## src/rtl/quant_zigzag.sv

```systemverilog
// Quantizer and zigzag reorder stage for one 8x8 DCT block.
// Latches a block in parallel, then streams 64 quantized coefficients in zigzag order.
module quant_zigzag #(
  parameter int unsigned CW = 8,
  parameter int unsigned RW = 16
) (
  input  logic             clock,
  input  logic             reset,
  input  logic             blk_valid,
  output logic             blk_ready,
  input  logic [64*CW-1:0] coef_in,
  input  logic             qt_wr_en,
  input  logic [5:0]       qt_wr_addr,
  input  logic [RW-1:0]    qt_wr_data,
  output logic             out_valid,
  input  logic             out_ready,
  output logic [CW-1:0]    out_coef,
  output logic [5:0]       out_index,
  output logic             out_last
);

  localparam int unsigned PW = CW + RW + 1;
  localparam int unsigned Shift = 16;
  localparam logic [PW-1:0] MaxPos = PW'((1 << (CW - 1)) - 1);
  localparam logic [PW-1:0] MaxNeg = PW'(1 << (CW - 1));

  localparam logic [5:0] ZigZag [64] = '{
    6'd0,  6'd1,  6'd8,  6'd16, 6'd9,  6'd2,  6'd3,  6'd10, 6'd17, 6'd24, 6'd32, 6'd25, 6'd18,
    6'd11, 6'd4,  6'd5,  6'd12, 6'd19, 6'd26, 6'd33, 6'd40, 6'd48, 6'd41, 6'd34, 6'd27, 6'd20,
    6'd13, 6'd6,  6'd7,  6'd14, 6'd21, 6'd28, 6'd35, 6'd42, 6'd49, 6'd56, 6'd57, 6'd50, 6'd43,
    6'd36, 6'd29, 6'd22, 6'd15, 6'd23, 6'd30, 6'd37, 6'd44, 6'd51, 6'd58, 6'd59, 6'd52, 6'd45,
    6'd38, 6'd31, 6'd39, 6'd46, 6'd53, 6'd60, 6'd61, 6'd54, 6'd47, 6'd55, 6'd62, 6'd63
  };

  typedef enum logic {StIdle, StRun} state_e;

  state_e        state_q, state_d;
  logic [6:0]    rd_q, rd_d;
  logic          ov_q, ov_d;
  logic [CW-1:0] oc_q, oc_d;
  logic [5:0]    oi_q, oi_d;
  logic          ol_q, ol_d;
  logic          accept;

  logic [CW-1:0] blk_q [64];
  logic [RW-1:0] qt_q [64];

  logic [5:0]           nat;
  logic signed [CW-1:0] qx;
  logic [RW-1:0]        qr;
  logic signed [PW-1:0] prod;
  logic [PW-1:0]        mag_p;
  logic [PW-1:0]        mag;
  logic [CW-1:0]        qres;

  assign blk_ready = (state_q == StIdle);
  assign accept    = blk_valid && blk_ready;
  assign out_valid = ov_q;
  assign out_coef  = oc_q;
  assign out_index = oi_q;
  assign out_last  = ol_q;

  // Round half away from zero on the magnitude, then restore the sign and saturate.
  always_comb begin
    nat   = ZigZag[rd_q[5:0]];
    qx    = $signed(blk_q[nat]);
    qr    = qt_q[nat];
    prod  = PW'(qx) * PW'($signed({1'b0, qr}));
    mag_p = prod[PW-1] ? $unsigned(-prod) : $unsigned(prod);
    mag   = (mag_p + (PW'(1) << (Shift - 1))) >> Shift;
    if (qr == '0) begin
      qres = qx;
    end else if (qx[CW-1]) begin
      qres = (mag > MaxNeg) ? {1'b1, {(CW-1){1'b0}}} : -mag[CW-1:0];
    end else begin
      qres = (mag > MaxPos) ? {1'b0, {(CW-1){1'b1}}} : mag[CW-1:0];
    end
  end

  always_comb begin
    state_d = state_q;
    rd_d    = rd_q;
    ov_d    = ov_q;
    oc_d    = oc_q;
    oi_d    = oi_q;
    ol_d    = ol_q;
    case (state_q)
      StIdle: begin
        if (accept) begin
          state_d = StRun;
          rd_d    = '0;
        end
      end
      StRun: begin
        if (!ov_q || out_ready) begin
          if (rd_q <= 7'd63) begin
            oc_d = qres;
            oi_d = rd_q[5:0];
            ol_d = (rd_q == 7'd63);
            ov_d = 1'b1;
            rd_d = rd_q + 7'd1;
          end else begin
            // rd past the end: the pending beat is the last one and was just taken
            ov_d    = 1'b0;
            state_d = StIdle;
          end
        end
      end
      default: state_d = StIdle;
    endcase
  end

  always_ff @(posedge clock) begin
    if (reset) begin
      state_q <= StIdle;
      rd_q    <= '0;
      ov_q    <= 1'b0;
      oc_q    <= '0;
      oi_q    <= '0;
      ol_q    <= 1'b0;
      for (int i = 0; i < 64; i++) qt_q[i] <= '0;
    end else begin
      state_q <= state_d;
      rd_q    <= rd_d;
      ov_q    <= ov_d;
      oc_q    <= oc_d;
      oi_q    <= oi_d;
      ol_q    <= ol_d;
      if (qt_wr_en && state_q == StIdle) qt_q[qt_wr_addr] <= qt_wr_data;
    end
  end

  always_ff @(posedge clock) begin
    if (accept) begin
      for (int k = 0; k < 64; k++) blk_q[k] <= coef_in[k*CW +: CW];
    end
  end

endmodule
```

## config.mk

```make
export PLATFORM = sky130hd
export DESIGN_NAME = quant_zigzag
export DESIGN_NICKNAME = d
export VERILOG_FILES = /design/src/rtl/quant_zigzag.sv
export SDC_FILE = /design/constraint.sdc
export NUM_CORES = 2
export LEC_CHECK = 0
export ABC_AREA = 0
export BUFFER_PORTS_ARGS = -buffer_cell sky130_fd_sc_hd__buf_4
export CELL_PAD_IN_SITES_DETAIL_PLACEMENT = 0
export CELL_PAD_IN_SITES_GLOBAL_PLACEMENT = 2
export CORE_ASPECT_RATIO = 1.75
export CORE_MARGIN = 2
export CORE_UTILIZATION = 48
export CTS_BUF_LIST = sky130_fd_sc_hd__clkbuf_4 sky130_fd_sc_hd__clkbuf_8
export DETAILED_ROUTE_END_ITERATION = 8
export PLACE_DENSITY = 0.95
export SETUP_SLACK_MARGIN = 0.4
export SLEW_MARGIN = 20
export SYNTH_ARGS = -nofsm -noshare
export SYNTH_HDL_FRONTEND = slang
export SYNTH_SLANG_ARGS = --single-unit
```

## constraint.sdc

```tcl
create_clock -name clock -period 28.5 [get_ports clock]
set_input_delay 7.125 -clock clock [delete_from_list [all_inputs] [get_ports clock]]
set_output_delay 7.125 -clock clock [all_outputs]
set_load 0.01 [all_outputs]
```

Yosys cells after proc, flatten, opt, wreduce, memory -nomap -nowiden --
Memory sizes are Yosys's and may differ from the RTL's. Index checks and enable logic that the tools add are counted.
Word-level totals: bits in registers 24, RAM bits 1536, bits in read-only memories 384, logic and storage cells 57, memories kept 3
Operators by class: add/subtract/negate cells 4, multiply operators 1, magnitude comparators 4, equality and inequality tests 4, mux-type cells 24, bitwise operators 2, reduce and logical (&&, ||, !) cells 9
Memory list:
- qt_q | depth 64, bits a word 16, rd ports 1, clocked after memory_dff 0, write ports 64, RTL line 46 | logic [RW-1:0] qt_q [64];
- blk_q | depth 64, bits a word 8, rd ports 1, clocked after memory_dff 0, write ports 64, RTL line 45 | logic [CW-1:0] blk_q [64];
- (no name shown) | depth 64, bits a word 6, rd ports 1, clocked after memory_dff 0, write ports 0, RTL line 65 | nat = ZigZag[rd_q[5:0]];
Operators by type and width (number):
- $mux W8 | 4
- $add A25 B16 Y25 const B | 1
- $mul A8 B17 Y25 | 1
- $mux W25 | 1
- $neg A25 Y25 | 1
- $mux W7 | 3
- $mux W6 | 3
- $logic_not A16 Y1 | 1
- $mux W16 | 1
- $reduce_or A16 Y1 | 1
- $pmux W7 S2 | 1
- $mux W1 | 10
- $gt A9 B7 Y1 const B | 1
- $gt A9 B8 Y1 const B | 1
- $neg A8 Y8 | 1
- $add A7 B1 Y7 const B | 1
- $eq A7 B6 Y1 const B | 1
- $ge A7 B7 Y1 const B | 1
- $le A7 B6 Y1 const B | 1
- $not A6 Y7 | 1
- $ne A2 B1 Y1 const B | 3
- $reduce_and A3 Y1 | 2
- $logic_and A1 B1 Y1 | 2
- $pmux W1 S2 | 1
- other kinds (4) | 4

Logic depth before layout (Yosys ltp) --
An unclocked memory read counts as a cell.
word-level depth 13, depth in mapped cells 54, depth with buffers taken out 44

Worst setup path after synthesis --
OpenSTA, ideal clock, no wires.
path type input port to flip-flop, start in blk_valid, end reg rd_q[4], setup time 0.132 ns, data arrival time 18.088 ns, slack 10.280 ns, stages on the path 5, path buffers 0, cell sequence nand2_1 > inv_1 > nor2_1 > o21ai_0 > a21oi_1
On the way: longest elaborated chain between the ends 3
RTL lines:
- start: declaration | RTL line 9 | input logic blk_valid,
- $logic_and A1 B1 Y1 | RTL line 57 | assign accept = blk_valid && blk_ready;
- named net accept | RTL line 43 | logic accept;
- $ne A2 B1 Y1 (no line)
- $reduce_and A3 Y1 (no line)
- end signal: assignment | RTL line 124 | rd_q <= rd_d;
- end: declaration | RTL line 38 | logic [6:0] rd_q, rd_d;
The timed path passes the listed nets, and every way through them passes these cells. A chain may end at the register's enable or synchronous reset.

Final worst setup path --
start reg rd_q[0], end reg oc_q[3], in the netlist out_coef[3]
On the way: longest elaborated chain between the ends 13
RTL lines:
- $not A6 Y7 (not written as such) | RTL line 65
- $mem_v2 Z64 W6
- $mux W6 (not written as such) (2 in series) | RTL line 65
- $mem_v2 Z64 W8 or $mem_v2 Z64 W16 (tied branches)
- $mul A8 B17 Y25 | RTL line 68 | prod = PW'(qx) * PW'($signed({1'b0, qr}));
- $neg A25 Y25 | RTL line 69 | mag_p = prod[PW-1] ? $unsigned(-prod) : $unsigned(prod);
- $mux W25 | RTL line 69
- $add A25 B16 Y25 | RTL line 70 | mag = (mag_p + (PW'(1) << (Shift - 1))) >> Shift;
- $neg A8 Y8 (tied with other cells) | RTL line 74 | qres = (mag > MaxNeg) ? {1'b1, {(CW-1){1'b0}}} : -mag[CW-1:0];
- $mux W8 (on tied branches) | RTL line 74, 76
- $mux W8 | RTL line 73 | end else if (qx[CW-1]) begin
- $mux W8 | RTL line 71 | if (qr == '0) begin
- end signal: assignment | RTL line 118 | oc_q <= '0;
- end signal: assignment | RTL line 126 | oc_q <= oc_d;
- end: declaration | RTL line 40 | logic [CW-1:0] oc_q, oc_d;
Several ways; a longest one is shown, not always the timed one. The select of a mux whose other input is x is not followed.

==> impl_metrics.ini <==
[run]
max-cap-violations = 0

[clocking]
cts_hold_buf = 0
cts_setup_buffers = 0
cts_resized = 0
cts_tree = built
clockBufferDepth = 4
clock_latency_ns = 0.98
clock_sinks = 1560
cts_made_buffers = 228
cts-htree-levels = 4
root_buffer = clkbuf_8
clkTransAtPathRegs_ns = 0.06

[logic_synthesis]
synth_seq_cells = 1560
synth_edf_count = 1536
synth_area_leaders = edfxtp_1 (62%), and2_1 (9.5%), mux4_2 (7.9%)
avgSynthCellArea_sq_um = 13.65
synth.net_count = 6141
synth_ff_type = edfxtp_1
yosys.area.top_type = edfxtp_1
synth.distinct_cells = 97
yosys_warnings = 0
yosysTopAreaCellShare_pct = 62.13
syn_area_sq_um = 74240
yosysSeqAreaShare_pct = 62.78
async_flop_share_pct = 0
syn_inst = 5440

[floorplanning]
rows = 191
die_x_um = 301.3
pin_count = 556
dieArea_sq_um = 157900
core_area_sq_um = 154100
die_y_um = 524.3
start_util_pct = 48.16

[power_and_ir_drop]
ir_worst_vdd_mv = 0.09307
leakage_nw = 31.63
powerDensity_nw_per_um2 = 73.29

[sta]
slew_viol_final = 0
finalHoldViolCount = 0
max_freq_mhz = 65.75
rsz0062_at_grt = no
setup-tns-final_ns = 0
period_needed_ns = 15.21
worst_pin_slew_ns = 1.370
setup_ws_ns = 13.29
slew_headroom_pct = 8.652
finalClockSkew_ns = 0.08048
fin_crit_sh_pct = 53.37
setup_viol = 0

[place]
gp_congestion = 0.9300
post-place-ws_ns = 13.45
dp.cells = 7695
numPortBuffers = 555
placed_area_sq_um = 80220
place_hpwl_mm = 159.0

[grt]
antenna_found_initial = 49
grt_use_total_pct = 29.15
grt_start_max_net_pins = 185
grt_pass1_wl_mm = 333.3
grt_pass1_vias = 48520
gr-total-overflow = 0

[worst_setup_path]
crit_fanout = 100
path_class = reg2reg
reg2reg_from = rd_q[0]$_SDFFE_PP0P_
cp_top_family = compound AO/OA/AOI/OAI gates
required_ns = 29.32
r2r-end = out_coef[3]$_SDFFE_PP0P_
worst-path-buf-inv = 7
cpPeakStageDelay_ns = 0.91
critPathArrivalTime_ns = 16.03
crit_path_top_delay_cell = a2111oi_0
r2r_setup_slack_ns = 13.29
ff2ff_path_depth = 41
end_kind = flip-flop
start_kind = flip-flop

[detailed_routing]
postRouteAntennaNets = 0
post-route-drc-count = 0
dr.pass1.iters = 6
dr.first_iter.drc_count = 5111
viasPerCell = 5.894
wl_per_cell_um = 28.72
wirelength_mm = 233.5
vias = 47920

[worst_hold_path]
hold_path_end = out_index[3]$_SDFFE_PP0P_
min_path_type = reg2reg
holdPathStages = 2
min_from = out_index[3]$_SDFFE_PP0P_

[layout]
fin_cells = 8131
final_cell_mix = edfxtp_1 (1,536), and2_1 (1,127), buf_4 (653)
final_nets = 6600
drive_above_1_share_pct = 23.04
seq_area_sq_um = 46600
final_util_pct = 55.01
final_common_cell = edfxtp_1
design_area_sq_um = 84800
area_growth_pct = 14.22
multi_input_area_sq_um = 25570
n_fill_cell = 12600

[status]
status = complete, no violations
through the flow:
step / total power, mW / hold slack (ns)
2_1_floorplan: 3.929 / 0.4805
3_3_place_gp: 4.389 / 0.4479
3_5_place_dp: 4.402 / 0.4511
4_1_cts: 6.214 / 0.4617
5_1_grt: 6.484 / 0.4833
6_report: 6.215 / 0.4653
worst reg2reg max path: cells and delay by family, from the launching register on:
kind            cells  cell delay [ns]
fa+ha+maj           7             2.79
xor+xnor            3             0.89
compound gates     14             5.55
simple gates        8             1.80
mux                 2             0.70
buf+inv             7             2.71
flops               1             0.69
synthesized netlist by cell type (14+ instances only):
cell type  instances
or2_2             67
clkbuf_1         301
xnor2_1           24
nand2_1          535
buf_2             82
a211oi_1          14
a31oi_1           25
fa_1              85
o21ai_0           46
nand3_1          261
a311oi_1          71
buf_1             39
dfxtp_1           24
a22oi_1          121
mux2_2            14
mux2i_1           18
nor3_1            24
nor2b_1           15
and2_1          1128
and3_1            37
edfxtp_1        1536
inv_1            120
o21ai_1           18
nand4_1           15
a21oi_1          112
nor2_1           156
mux4_2           259
ha_1              77
sequential cells by signal, summed over array words and instances (netlist names):
signal and flops:
qt_q 1024, blk_q 512, out_coef 8, rd_q 7
out_index 6, out_last 1, out_valid 1, state_q 1
worst max-delay path by stage:
| stage | cells past startpoint | from | end |
|---|---|---|---|
| after floorplan | 5 | blk_valid | rd_q[4]$_SDFFE_PP0P_ |
| after global placement | 43 | rd_q[0]$_SDFFE_PP0P_ | out_coef[3]$_SDFFE_PP0P_ |
| after detailed placement | 43 | rd_q[0]$_SDFFE_PP0P_ | out_coef[4]$_SDFFE_PP0P_ |
| after CTS | 43 | rd_q[0]$_SDFFE_PP0P_ | out_coef[3]$_SDFFE_PP0P_ |
| after global routing | 41 | rd_q[0]$_SDFFE_PP0P_ | out_coef[3]$_SDFFE_PP0P_ |
| final | 41 | rd_q[0]$_SDFFE_PP0P_ | out_coef[3]$_SDFFE_PP0P_ |
power breakdown:
| group | total [mW] | switching, mW | internal (mW) |
|---|---|---|---|
| combinational | 1.71 | 1.06 | 0.652 |
| clock | 1.83 | 0.876 | 0.951 |
| sequential | 2.67 | 0.0388 | 2.64 |
kinds of logic after synthesis:
group | after synthesis | share of synthesized area [%]
compound gates | 532 | 5.161
simple gates | 2307 | 16.75
fa+ha+maj | 162 | 3.590
xor+xnor | 35 | 0.4129
buf+inv | 553 | 3.000
flops | 1560 | 62.78
mux | 291 | 8.312
layout make-up:
| cell class | instances | area share [%] |
|---|---|---|
| Sequential cell | 1560 | 54.96 |
| Multi-Input combinational cell | 3327 | 30.16 |
| Timing Repair Buffer | 661 | 5.970 |
| Clock buffer | 300 | 4.360 |
| Tap cell | 2026 | 2.989 |
| Clock inverter | 94 | 0.8927 |
| Inverter | 121 | 0.5445 |
| Antenna cell | 42 | 0.1239 |
layer usage:
layer | up-vias | GRT usage, % | wire length [um]
met4 | 12 | 18.71 | 15230
li1 | 20830 | - | -
met1 | 24220 | 33.52 | 80030
met5 | - | 0 | 83
met2 | 2366 | 49.96 | 118600
met3 | 497 | 5.390 | 19520
Note: power is estimated with default switching activity, not from simulation.
